[src/rtl/dw_sched_pkg.sv]
// ---------------------------------------------------------------------------
// dw_sched_pkg
// Shared types and helpers for the depthwise weight scheduler.
//   sched_state_e : controller FSM states
//   wstride()     : byte distance between consecutive channels' weight blocks
// ---------------------------------------------------------------------------
package dw_sched_pkg;

    typedef enum logic [2:0] {
        S_IDLE    = 3'd0,
        S_SETADDR = 3'd1,
        S_LOAD    = 3'd2,
        S_FILL    = 3'd3,
        S_COMP    = 3'd4
    } sched_state_e;

    // One channel holds ksize*ksize weight words of dw bits each.
    function automatic int wstride(input int ksize, input int dw);
        return ksize * ksize * (dw / 8);
    endfunction

endpackage

[src/rtl/dw_weight_sched.sv]
// ---------------------------------------------------------------------------
// dw_weight_sched
// Per-layer controller for the depthwise weight buffer. For every channel it
// loads the channel's weight start address into the buffer address generator,
// triggers the burst fetch, counts KSIZE*KSIZE beats into the buffer FIFO and
// then holds dw_comp until the PE array reports completion.
//
// Ports
//   clk, rst_n    : clock, asynchronous active-low reset
//   layer_start   : one-cycle pulse, latches base_addr / num_ch when idle
//   base_addr     : byte address of channel 0 weights
//   num_ch        : number of channels in the layer
//   layer_busy    : high while a layer is being served
//   layer_done    : one-cycle pulse at layer completion
//   init_addr     : channel weight address to the buffer
//   init_addr_en  : one-cycle load strobe for init_addr
//   weight_load   : one-cycle fetch trigger to the buffer
//   rvalid        : snoop of buffer read-data valid
//   dw_comp       : PE array may consume weights for cur_ch
//   comp_done     : one-cycle completion pulse from the PE array
//   cur_ch        : channel index being served
//   beat_err      : sticky, rvalid seen outside FILL
// All outputs are registered.
// ---------------------------------------------------------------------------
module dw_weight_sched
    import dw_sched_pkg::*;
#(
    parameter int AW    = 32,
    parameter int DW    = 32,
    parameter int KSIZE = 3,
    parameter int CH_W  = 10
) (
    input  logic            clk,
    input  logic            rst_n,
    input  logic            layer_start,
    input  logic [AW-1:0]   base_addr,
    input  logic [CH_W-1:0] num_ch,
    output logic            layer_busy,
    output logic            layer_done,
    output logic [AW-1:0]   init_addr,
    output logic            init_addr_en,
    output logic            weight_load,
    input  logic            rvalid,
    output logic            dw_comp,
    input  logic            comp_done,
    output logic [CH_W-1:0] cur_ch,
    output logic            beat_err
);

    localparam int                BEATS     = KSIZE * KSIZE;
    localparam int                BCNT_W    = $clog2(BEATS + 1);
    localparam logic [AW-1:0]     STRIDE    = AW'(wstride(KSIZE, DW));
    localparam logic [BCNT_W-1:0] LAST_BEAT = BCNT_W'(BEATS - 1);

    sched_state_e      state_q;
    logic [CH_W-1:0]   num_ch_q;
    logic [CH_W-1:0]   cur_ch_q;
    // ch_addr_q doubles as the init_addr output register.
    logic [AW-1:0]     ch_addr_q;
    logic [AW-1:0]     ch_addr_d;
    logic [BCNT_W-1:0] beat_q;
    logic              busy_q;
    logic              done_q;
    logic              init_en_q;
    logic              wload_q;
    logic              comp_q;
    logic              err_q;
    logic              last_ch;

    // Modulo 2^AW: the carry out is intentionally dropped.
    assign ch_addr_d = ch_addr_q + STRIDE;
    assign last_ch   = (cur_ch_q == (num_ch_q - CH_W'(1)));

    always_ff @(posedge clk or negedge rst_n) begin
        if (!rst_n) begin
            state_q   <= S_IDLE;
            num_ch_q  <= '0;
            cur_ch_q  <= '0;
            ch_addr_q <= '0;
            beat_q    <= '0;
            busy_q    <= 1'b0;
            done_q    <= 1'b0;
            init_en_q <= 1'b0;
            wload_q   <= 1'b0;
            comp_q    <= 1'b0;
            err_q     <= 1'b0;
        end else begin
            // Strobes default low; they are raised for exactly one cycle.
            done_q    <= 1'b0;
            init_en_q <= 1'b0;
            wload_q   <= 1'b0;

            if (rvalid && (state_q != S_FILL)) begin
                err_q <= 1'b1;
            end

            case (state_q)
                S_IDLE: begin
                    if (layer_start) begin
                        // Accepting a start clears the sticky error, even if
                        // a stray beat arrives in the same cycle.
                        err_q <= 1'b0;
                        if (num_ch != '0) begin
                            num_ch_q  <= num_ch;
                            cur_ch_q  <= '0;
                            ch_addr_q <= base_addr;
                            busy_q    <= 1'b1;
                            init_en_q <= 1'b1;
                            state_q   <= S_SETADDR;
                        end else begin
                            done_q <= 1'b1;
                        end
                    end
                end
                S_SETADDR: begin
                    wload_q <= 1'b1;
                    state_q <= S_LOAD;
                end
                S_LOAD: begin
                    beat_q  <= '0;
                    state_q <= S_FILL;
                end
                S_FILL: begin
                    if (rvalid) begin
                        beat_q <= beat_q + BCNT_W'(1);
                        if (beat_q == LAST_BEAT) begin
                            comp_q  <= 1'b1;
                            state_q <= S_COMP;
                        end
                    end
                end
                S_COMP: begin
                    if (comp_done) begin
                        comp_q <= 1'b0;
                        if (last_ch) begin
                            busy_q  <= 1'b0;
                            done_q  <= 1'b1;
                            state_q <= S_IDLE;
                        end else begin
                            cur_ch_q  <= cur_ch_q + CH_W'(1);
                            ch_addr_q <= ch_addr_d;
                            init_en_q <= 1'b1;
                            state_q   <= S_SETADDR;
                        end
                    end
                end
                default: begin
                    state_q <= S_IDLE;
                end
            endcase
        end
    end

    assign layer_busy   = busy_q;
    assign layer_done   = done_q;
    assign init_addr    = ch_addr_q;
    assign init_addr_en = init_en_q;
    assign weight_load  = wload_q;
    assign dw_comp      = comp_q;
    assign cur_ch       = cur_ch_q;
    assign beat_err     = err_q;

endmodule

[config.mk]
export PLATFORM = sky130hd
export DESIGN_NAME = dw_weight_sched
export DESIGN_NICKNAME = d
export VERILOG_FILES = /design/src/rtl/dw_sched_pkg.sv /design/src/rtl/dw_weight_sched.sv
export SDC_FILE = /design/constraint.sdc
export NUM_CORES = 1
export LEC_CHECK = 0
export BUFFER_PORTS_ARGS = -buffer_cell sky130_fd_sc_hd__buf_2
export CAP_MARGIN = 20
export CORE_MARGIN = 2
export CORE_UTILIZATION = 50
export DETAILED_ROUTE_END_ITERATION = 8
export PLACE_DENSITY_LB_ADDON = 0.1
export SLEW_MARGIN = 20
export SYNTH_ARGS = -nofsm -noshare
export SYNTH_HDL_FRONTEND = slang
export SYNTH_SLANG_ARGS = --single-unit
[constraint.sdc]
create_clock -name clk -period 3 [get_ports clk]
set_clock_uncertainty 0.15 [all_clocks]
set_input_delay 0.75 -clock clk [delete_from_list [all_inputs] [get_ports clk]]
set_output_delay 0.75 -clock clk [all_outputs]
set_load 0.01 [all_outputs]
; Yosys cells after proc, flatten, opt, wreduce, memory -nomap -nowiden
; Index checks and enable logic that the tools add are counted.
[word_totals]
reg_bits = 65
output_inout_bits = 48
wordCells = 83
[op_classes]
eq_ne = 14
n_reduce_logical = 12
addsub = 4
n_mux = 42
[ops]
columns = cell, count
row1 = $mux 32, 4
row2 = $pmux 32 s2, 1
row3 = $mux 10, 4
row4 = $add 32x6->32 const B, 1
row5 = $mux 1, 20
row6 = $pmux 10 s2, 1
row7 = $mux 3, 5
row8 = $pmux 3 s5, 1
row9 = $reduce_and 5->1, 3
row10 = $ne 2x2->1 const B, 7
row11 = $add 10x1->10 const B, 1
row12 = $eq 10x10->1, 1
row13 = $reduce_bool 10->1, 1
row14 = $sub 10x1->10 const B, 1
row15 = $pmux 1 s2, 4
row16 = $pmux 4 s2, 1
row17 = $eq 3x2->1 const B, 2
row18 = $reduce_bool 2->1, 3
row19 = $add 4x1->4 const B, 1
row20 = $eq 4x4->1 const B, 1
row21 = $mux 4, 1
row22 = $reduce_and 4->1, 1
row23 = $eq 3x1->1 const B, 1
row24 = $eq 3x3->1 const B, 1
row25 = other kinds (5), 5

; Logic depth before layout (Yosys ltp)
; Gate-level depths: netlist of the first run.
[logic_depth]
ltp_word = 5
ltp_mapped = 11
ltp_nobuf = 10

; Worst setup path before layout of the first run
; Ideal clock, no wire load.
[synth_timing]
kind = register to register
start = reg num_ch_q[0]
end = reg cur_ch_q[0], in the netlist cur_ch[0]
arrival_ns = 2.339
required_ns = 2.725
path_slack_ns = 0.386
period_less_slack_ns = 2.614
path_stages_with_launch = 10
setup_ns = 0.125
cell_sequence = dfrtp_1 > inv_1 > ha_1 > or3b_4 > nor3_1 > xnor2_1 > or4_4 > nor2_8 > nor2_2 > mux2_2
[synth_between]
elab_chain_len = 4
[synth_lines]
columns = item, line_no
row1 = start: declaration, dw_weight_sched.sv:56  ; logic [CH_W-1:0] num_ch_q;
row2 = start signal: assignment, dw_weight_sched.sv:104  ; num_ch_q <= num_ch;
row3 = $sub 10x1->10, dw_weight_sched.sv:72  ; assign last_ch = (cur_ch_q == (num_ch_q - CH_W'(1)));
row4 = $eq 10x10->1, dw_weight_sched.sv:72
row5 = $ne 2x2->1 (no line), --
row6 = $reduce_and 5->1 (no line), --
row7 = end signal: assignment, dw_weight_sched.sv:140  ; cur_ch_q <= cur_ch_q + CH_W'(1);
row8 = end: declaration, dw_weight_sched.sv:57  ; logic [CH_W-1:0] cur_ch_q;
; No other way between the ends.
; A chain may end at the register's enable or synchronous reset.

; Worst setup path in the final report of the first run
; Same ends and word-level chain as after synthesis.

==> results of run 1 <==
-- metal layers --
metal  share of wire  track usage
met5               0            0
met3           0.059       0.0370
met1            0.44        0.333
met2            0.48        0.409
met4           0.018        0.106
-- through the flow --
| stage | cell area [um^2] | std cells | worst slack, ns | hold WS [ns] | total power (uW) |
|---|---|---|---|---|---|
| 4_1_cts | 4660 | 658 | 0.0696 | 0.237 | 3650 |
| 2_1_floorplan | 3860 | 460 | 0.386 | 0.304 | 2300 |
| 6_report | 4670 | 659 | 0.144 | 0.218 | 3640 |
| 3_5_place_dp | 4430 | 643 | 0.0405 | 0.307 | 2770 |
| 3_3_place_gp | 4430 | 643 | 0.118 | 0.297 | 2730 |
| 5_1_grt | 4670 | 659 | 0.00438 | 0.267 | 3890 |
-- final cells by class --
cell class              instances  area [um^2]  share of cell area
multi-input cells             356         2050               0.440
flip-flops and latches         65         1630               0.348
repair buffers                106          573               0.123
clock buffers                  13          169              0.0362
well taps                     102          128              0.0273
clock inverters                 2         60.1              0.0129
inverters                      15         58.8              0.0126
-- registers in the layout, summed over array words and instances, names as in the netlist --
name          flops
beat_err          1
dw_comp           1
beat_q            4
layer_busy        1
cur_ch           10
init_addr_en      1
layer_done        1
weight_load       1
init_addr        32
num_ch_q         10
state_q           3
-- power breakdown --
group,internal (uW),total (uW),switching (uW)
Sequential,1190,1610,421
Combinational,536,1160,624
Clock,532,872,339
Total,2260,3640,1380
-- placed cells by master, fill, tap and decap left out, types with 4 or more instances in the layout --
| cell | instances |
|---|---|
| dfrtp_1 | 65 |
| clkbuf_8 | 12 |
| or3_1 | 6 |
| ha_1 | 5 |
| nand2_1 | 76 |
| buf_4 | 11 |
| nor2b_1 | 4 |
| o21ai_0 | 36 |
| inv_1 | 14 |
| a31oi_1 | 6 |
| a21oi_1 | 47 |
| a211oi_1 | 5 |
| buf_2 | 94 |
| nor2_1 | 29 |
| nor4_1 | 6 |
| nand3_1 | 23 |
| nand2b_1 | 5 |
| xor2_1 | 5 |
| o22ai_1 | 11 |
| nand4_1 | 9 |
| xnor2_1 | 10 |
| and3_1 | 11 |
| nor3_1 | 13 |
| o211ai_1 | 4 |
-- path summary, 6_finish.rpt --
kind / start / slack [ns] / end / cells past startpoint
hold / removal: rst_n / 0.22 / beat_q[2] / 1
setup / recovery: num_ch_q[0] / 0.14 / cur_ch[0] / 9
hold reg to reg: init_addr[1] / 0.32 / init_addr[1] / 2
setup reg to reg: num_ch_q[0] / 0.14 / cur_ch[0] / 9
min in group clk: init_addr[1] / 0.32 / init_addr[1] / 2
max in group asynchronous: rst_n / 1.76 / num_ch_q[0] / 2
-- logic make-up after synthesis --
kind of cell,count (synthesis)
mux,5
buf+inv,39
fa+ha+maj,5
compound gates,133
simple gates,197
flops,65
xor+xnor,16
-- what timing repair did --
| item | 4_1_cts | 5_1_grt |
|---|---|---|
| endpoints found under the hold margin | 0 | 0 |
| pin swaps | 0 | 1 |
| gates resized for setup | 1 | 0 |
| endpoints found under the setup margin | 4 | 22 |
| cloned | 0 | 0 |
| buffers inserted | 0 | 1 |
==> impl_metrics.yaml, run 1 <==
detailed_routing:
  wl_per_cell_um: 15.3
  via_per_inst: 5.76
  finalWirelength_um: 10100
  remaining_drc_errors: 0
  drtIter0Drc: 208
  ant_nets: 0
  detailroute.via_count: 3798
  first_pass_iters: 4
setup_path:
  path_cells: "inv_1, ha_1, or3b_4, nor3_1, xnor2_1, or4_4, nor2_8, nor2_2, mux2_2"
  end_kind: "flip-flop"
  crit_path_start_kind: "flip-flop"
  cp_top_family: "simple AND/OR/NAND/NOR gates"
  critical_path_required_ns: 3.09
  crit_arrival_ns: 2.94
  path_max_fanout: 7
  cp_slowest_cell: "or4_4"
  crit_path_max_incr_delay_ns: 0.61
  cp_num_buf_inv: 1
  crit_type: "reg -> reg"
floorplanning:
  rows: 32
  die_w_um: 91.9
  core_area_um2: 7610
  start_util: 0.507
  die_h_um: 91.9
  die_area_um2: 8440
  io_pins: 95
synthesis:
  yosysTopAreaCell: "dfrtp_1"
  post_synth_mux_area_share: 0.0136
  synth_most_common_cell: "nand2_1"
  synth_adder_area_share: 0.0162
  synth-xor-area-share: 0.0399
  yosysUniqueCellTypes: 56
  synth_simple_gate_area_frac: 0.255
  synth_top_family_by_area: "simple AND/OR/NAND/NOR gates"
  ys_warn_count: 0
  synth_commonest_cells: "nand2_1 (76), dfrtp_1 (65), a21oi_1 (47)"
  synthesis.area_um2: 3860
  synth_area_per_cell_um2: 8.39
  yosysSeqAreaShare: 0.421
  synth_async_sr_flop_share: 1.00
  yosys-top-cells-area: "dfrtp_1 (42%), nand2_1 (7.4%), a21oi_1 (6.1%)"
  synth_ff_type: "dfrtp_1"
  yosysTopAreaCellShare: 0.421
  ys_ff_latch: 65
  synth_fp_nets: 512
  synth_compound_area_frac: 0.206
  syn_inst: 460
  synth-edff-count: 0
timing:
  tns_ns: 0
  period_share: 0.952
  hold_viol: 0
  tightest_slew_ns: 0.741
  setup_violations: 0
  min_period_ns: 2.86
  rsz0062_at_grt: "false"
  drv_slew: 0
  slew-limit-headroom: 0.501
  fmax_mhz: 350
clocking:
  cts_tree: "done"
  cts_buffers: 9
  cts_hold_buf: 0
  htree_levels: 3
  clk_path_buf_depth: 2
  cts_sinks: 65
  root_buffer: "clkbuf_8"
  clk_pin_slew_ns: 0.07
  clk-insertion-delay-late_ns: 0.35
place:
  gp_congestion: 0.836
  hpwl_um: 7060
  portBuffers: 94
final_layout:
  antenna_cells: 0
  drive_above_1_share: 0.239
  finish.utilization: 0.614
  nets: 605
  fillers: 700
  area_growth_syn_to_layout_pct: 21.0
power:
  vdd_ir_drop_max_mv: 0.412
  powerDensity_nw_per_um2: 780
  total_leakage_power_uw: 0.00223
global_routing:
  grt_pass1_vias: 3653
  overflow: 0
  grt_pass1_wl_um: 17000
  grt_max_degree: 46
  antenna_found_initial: 0
  grt.total_usage: 0.250
min_path:
  min_path_type: "in -> async"
status:
  status: "finished, final reports clean"
run:
  drv_cap: 0
Power figures use the tool's default switching activity.
==> run 2, diff against run 1 <==
--- a/config.mk
+++ b/config.mk
@@ -11,6 +11,7 @@
 export CORE_UTILIZATION = 50
 export DETAILED_ROUTE_END_ITERATION = 8
 export PLACE_DENSITY_LB_ADDON = 0.1
+export RECOVER_POWER = 100
 export SLEW_MARGIN = 20
 export SYNTH_ARGS = -nofsm -noshare
 export SYNTH_HDL_FRONTEND = slang
==> impl_metrics.yaml, run 2 (same netlist as run 1, synthesis figures left out) <==
clocking:
  htree_levels: 3
  clk_path_buf_depth: 2
  cts_sinks: 65
  cts_buffers: 9
  cts_hold_buf: 0
  clk-insertion-delay-late_ns: 0.35
  clk_pin_slew_ns: 0.07
  cts_tree: "done"
  root_buffer: "clkbuf_8"
setup_path:
  crit_arrival_ns: 2.96
  cp_num_buf_inv: 1
  cp_top_family: "simple AND/OR/NAND/NOR gates"
  worstSetupStartpoint: "num_ch_q[0]"
  cp_slowest_cell: "or4_4"
  crit_type: "reg -> reg"
  r2r-start: "num_ch_q[0]"
  crit_path_start_kind: "flip-flop"
  path_max_fanout: 7
  r2r-end: "cur_ch[0]"
  path_depth: 9
  critical_path_required_ns: 3.09
  path_cells: "inv_1, ha_1, or3b_4, nor3_1, xnor2_1, or4_4, nor2_8, nor2_1, mux2_2"
  worstSetupEndpoint: "cur_ch[0]"
  crit_path_max_incr_delay_ns: 0.61
  worst_r2r_path_depth: 9
  end_kind: "flip-flop"
  rrSetupSlack_ns: 0.13
timing:
  min_period_ns: 2.87
  drv_slew: 0
  tns_ns: 0
  rsz0062_at_grt: "false"
  tightest_slew_ns: 1.26
  timing.final.ws_setup_ns: 0.128
  fmax_mhz: 348
  hold_viol: 0
  slew-limit-headroom: 0.159
  fin_hold_ws_ns: 0.323
  period_share: 0.957
  setup_violations: 0
final_layout:
  layout.cells.most_common: "nand2_1"
  largest_register_ffs: 32
  antenna_cells: 0
  nets: 605
  design_area_um2: 4590
  finalNonFillerCells: 659
  drive_above_1_share: 0.144
  fillers: 733
  mostFrequentLayoutCells: "nand2_1 (76), dfrtp_1 (65), clkbuf_1 (53)"
  area_growth_syn_to_layout_pct: 18.9
power:
  p_sw_uw: 1390
  internal_power_uw: 2200
  power.share.sequential: 0.451
  total_leakage_power_uw: 0.00204
  swShare: 0.386
  vdd_ir_drop_max_mv: 0.405
  p_comb_frac: 0.306
  powerDensity_nw_per_um2: 781
  p_clk_frac: 0.243
place:
  post_dp_cell_area_um2: 4430
  place_ws_ns: 0.0405
  gp_congestion: 0.836
  hpwl_um: 7060
  dp_cells: 643
  portBuffers: 94
floorplanning:
  core_area_um2: 7610
  die_area_um2: 8440
  die_w_um: 91.9
  io_pins: 95
  rows: 32
  start_util: 0.507
  die_h_um: 91.9
global_routing:
  overflow: 0
  grt.total_usage: 0.250
  grt_pass1_wl_um: 17000
  grt_pass1_vias: 3653
  grt_max_degree: 46
  antenna_found_initial: 0
run:
  drv_cap: 0
detailed_routing:
  finalWirelength_um: 10100
  detailroute.via_count: 3762
  via_per_inst: 5.71
  first_pass_iters: 4
  wl_per_cell_um: 15.3
  remaining_drc_errors: 0
  drtIter0Drc: 204
  ant_nets: 0
min_path:
  holdCritStartpoint: "init_addr[1]"
  whs_path_depth: 2
  min_path_type: "reg -> reg"
status:
  status: "finished, final reports clean"
run 2: power by group through the flow:
stage / sequential (uW) / combinational [uW] / clock (uW)
2_1_floorplan: 1600 / 706 / 0
3_3_place_gp: 1600 / 1130 / 0
3_5_place_dp: 1610 / 1160 / 0
4_1_cts: 1600 / 1170 / 881
5_1_grt: 1670 / 1240 / 920
6_report: 1620 / 1100 / 871
run 2: through the flow:
step                      utilization  power [uW]
after global routing            0.603        3830
after global placement          0.582        2730
after CTS                       0.613        3650
after detailed placement        0.582        2770
final                           0.603        3580
after floorplan                     -        2300
run 2: layer usage:
| layer | GRT usage | up-vias | share of wire |
|---|---|---|---|
| li1 | - | 1847 | - |
| met5 | 0 | - | 0 |
| met3 | 0.0370 | 18 | 0.059 |
| met1 | 0.333 | 1770 | 0.43 |
| met2 | 0.409 | 127 | 0.49 |
| met4 | 0.106 | 0 | 0.018 |
run 2: worst min-delay path, delay by kind of cell (launching register included):
kind	cells	cell delay (ns)
and+or+nand+nor	2	0.10
DFF	1	0.34
run 2: worst min path at each step:
| stage | to |
|---|---|
| 2_1_floorplan | beat_err |
| 3_3_place_gp | init_addr[1] |
| 3_5_place_dp | init_addr[0] |
| 4_1_cts | beat_q[2] |
| 5_1_grt | init_addr[1] |
| 6_report | init_addr[1] |
run 2: final cells by class:
type / instances / area, um^2 / area share
Clock inverter: 2 / 60.1 / 0.0131
Inverter: 15 / 58.8 / 0.0128
Timing Repair Buffer: 106 / 495 / 0.108
Clock buffer: 13 / 169 / 0.0368
Multi-Input combinational cell: 356 / 2050 / 0.447
Sequential cell: 65 / 1630 / 0.354
Tap cell: 102 / 128 / 0.0278
run 2: timing repair:
| action | 4_1_cts | 5_1_grt |
|---|---|---|
| endpoints found under the setup margin | 4 | 22 |
| buffers inserted | 0 | 1 |
| pin swaps | 0 | 1 |
| resized for setup | 1 | 0 |
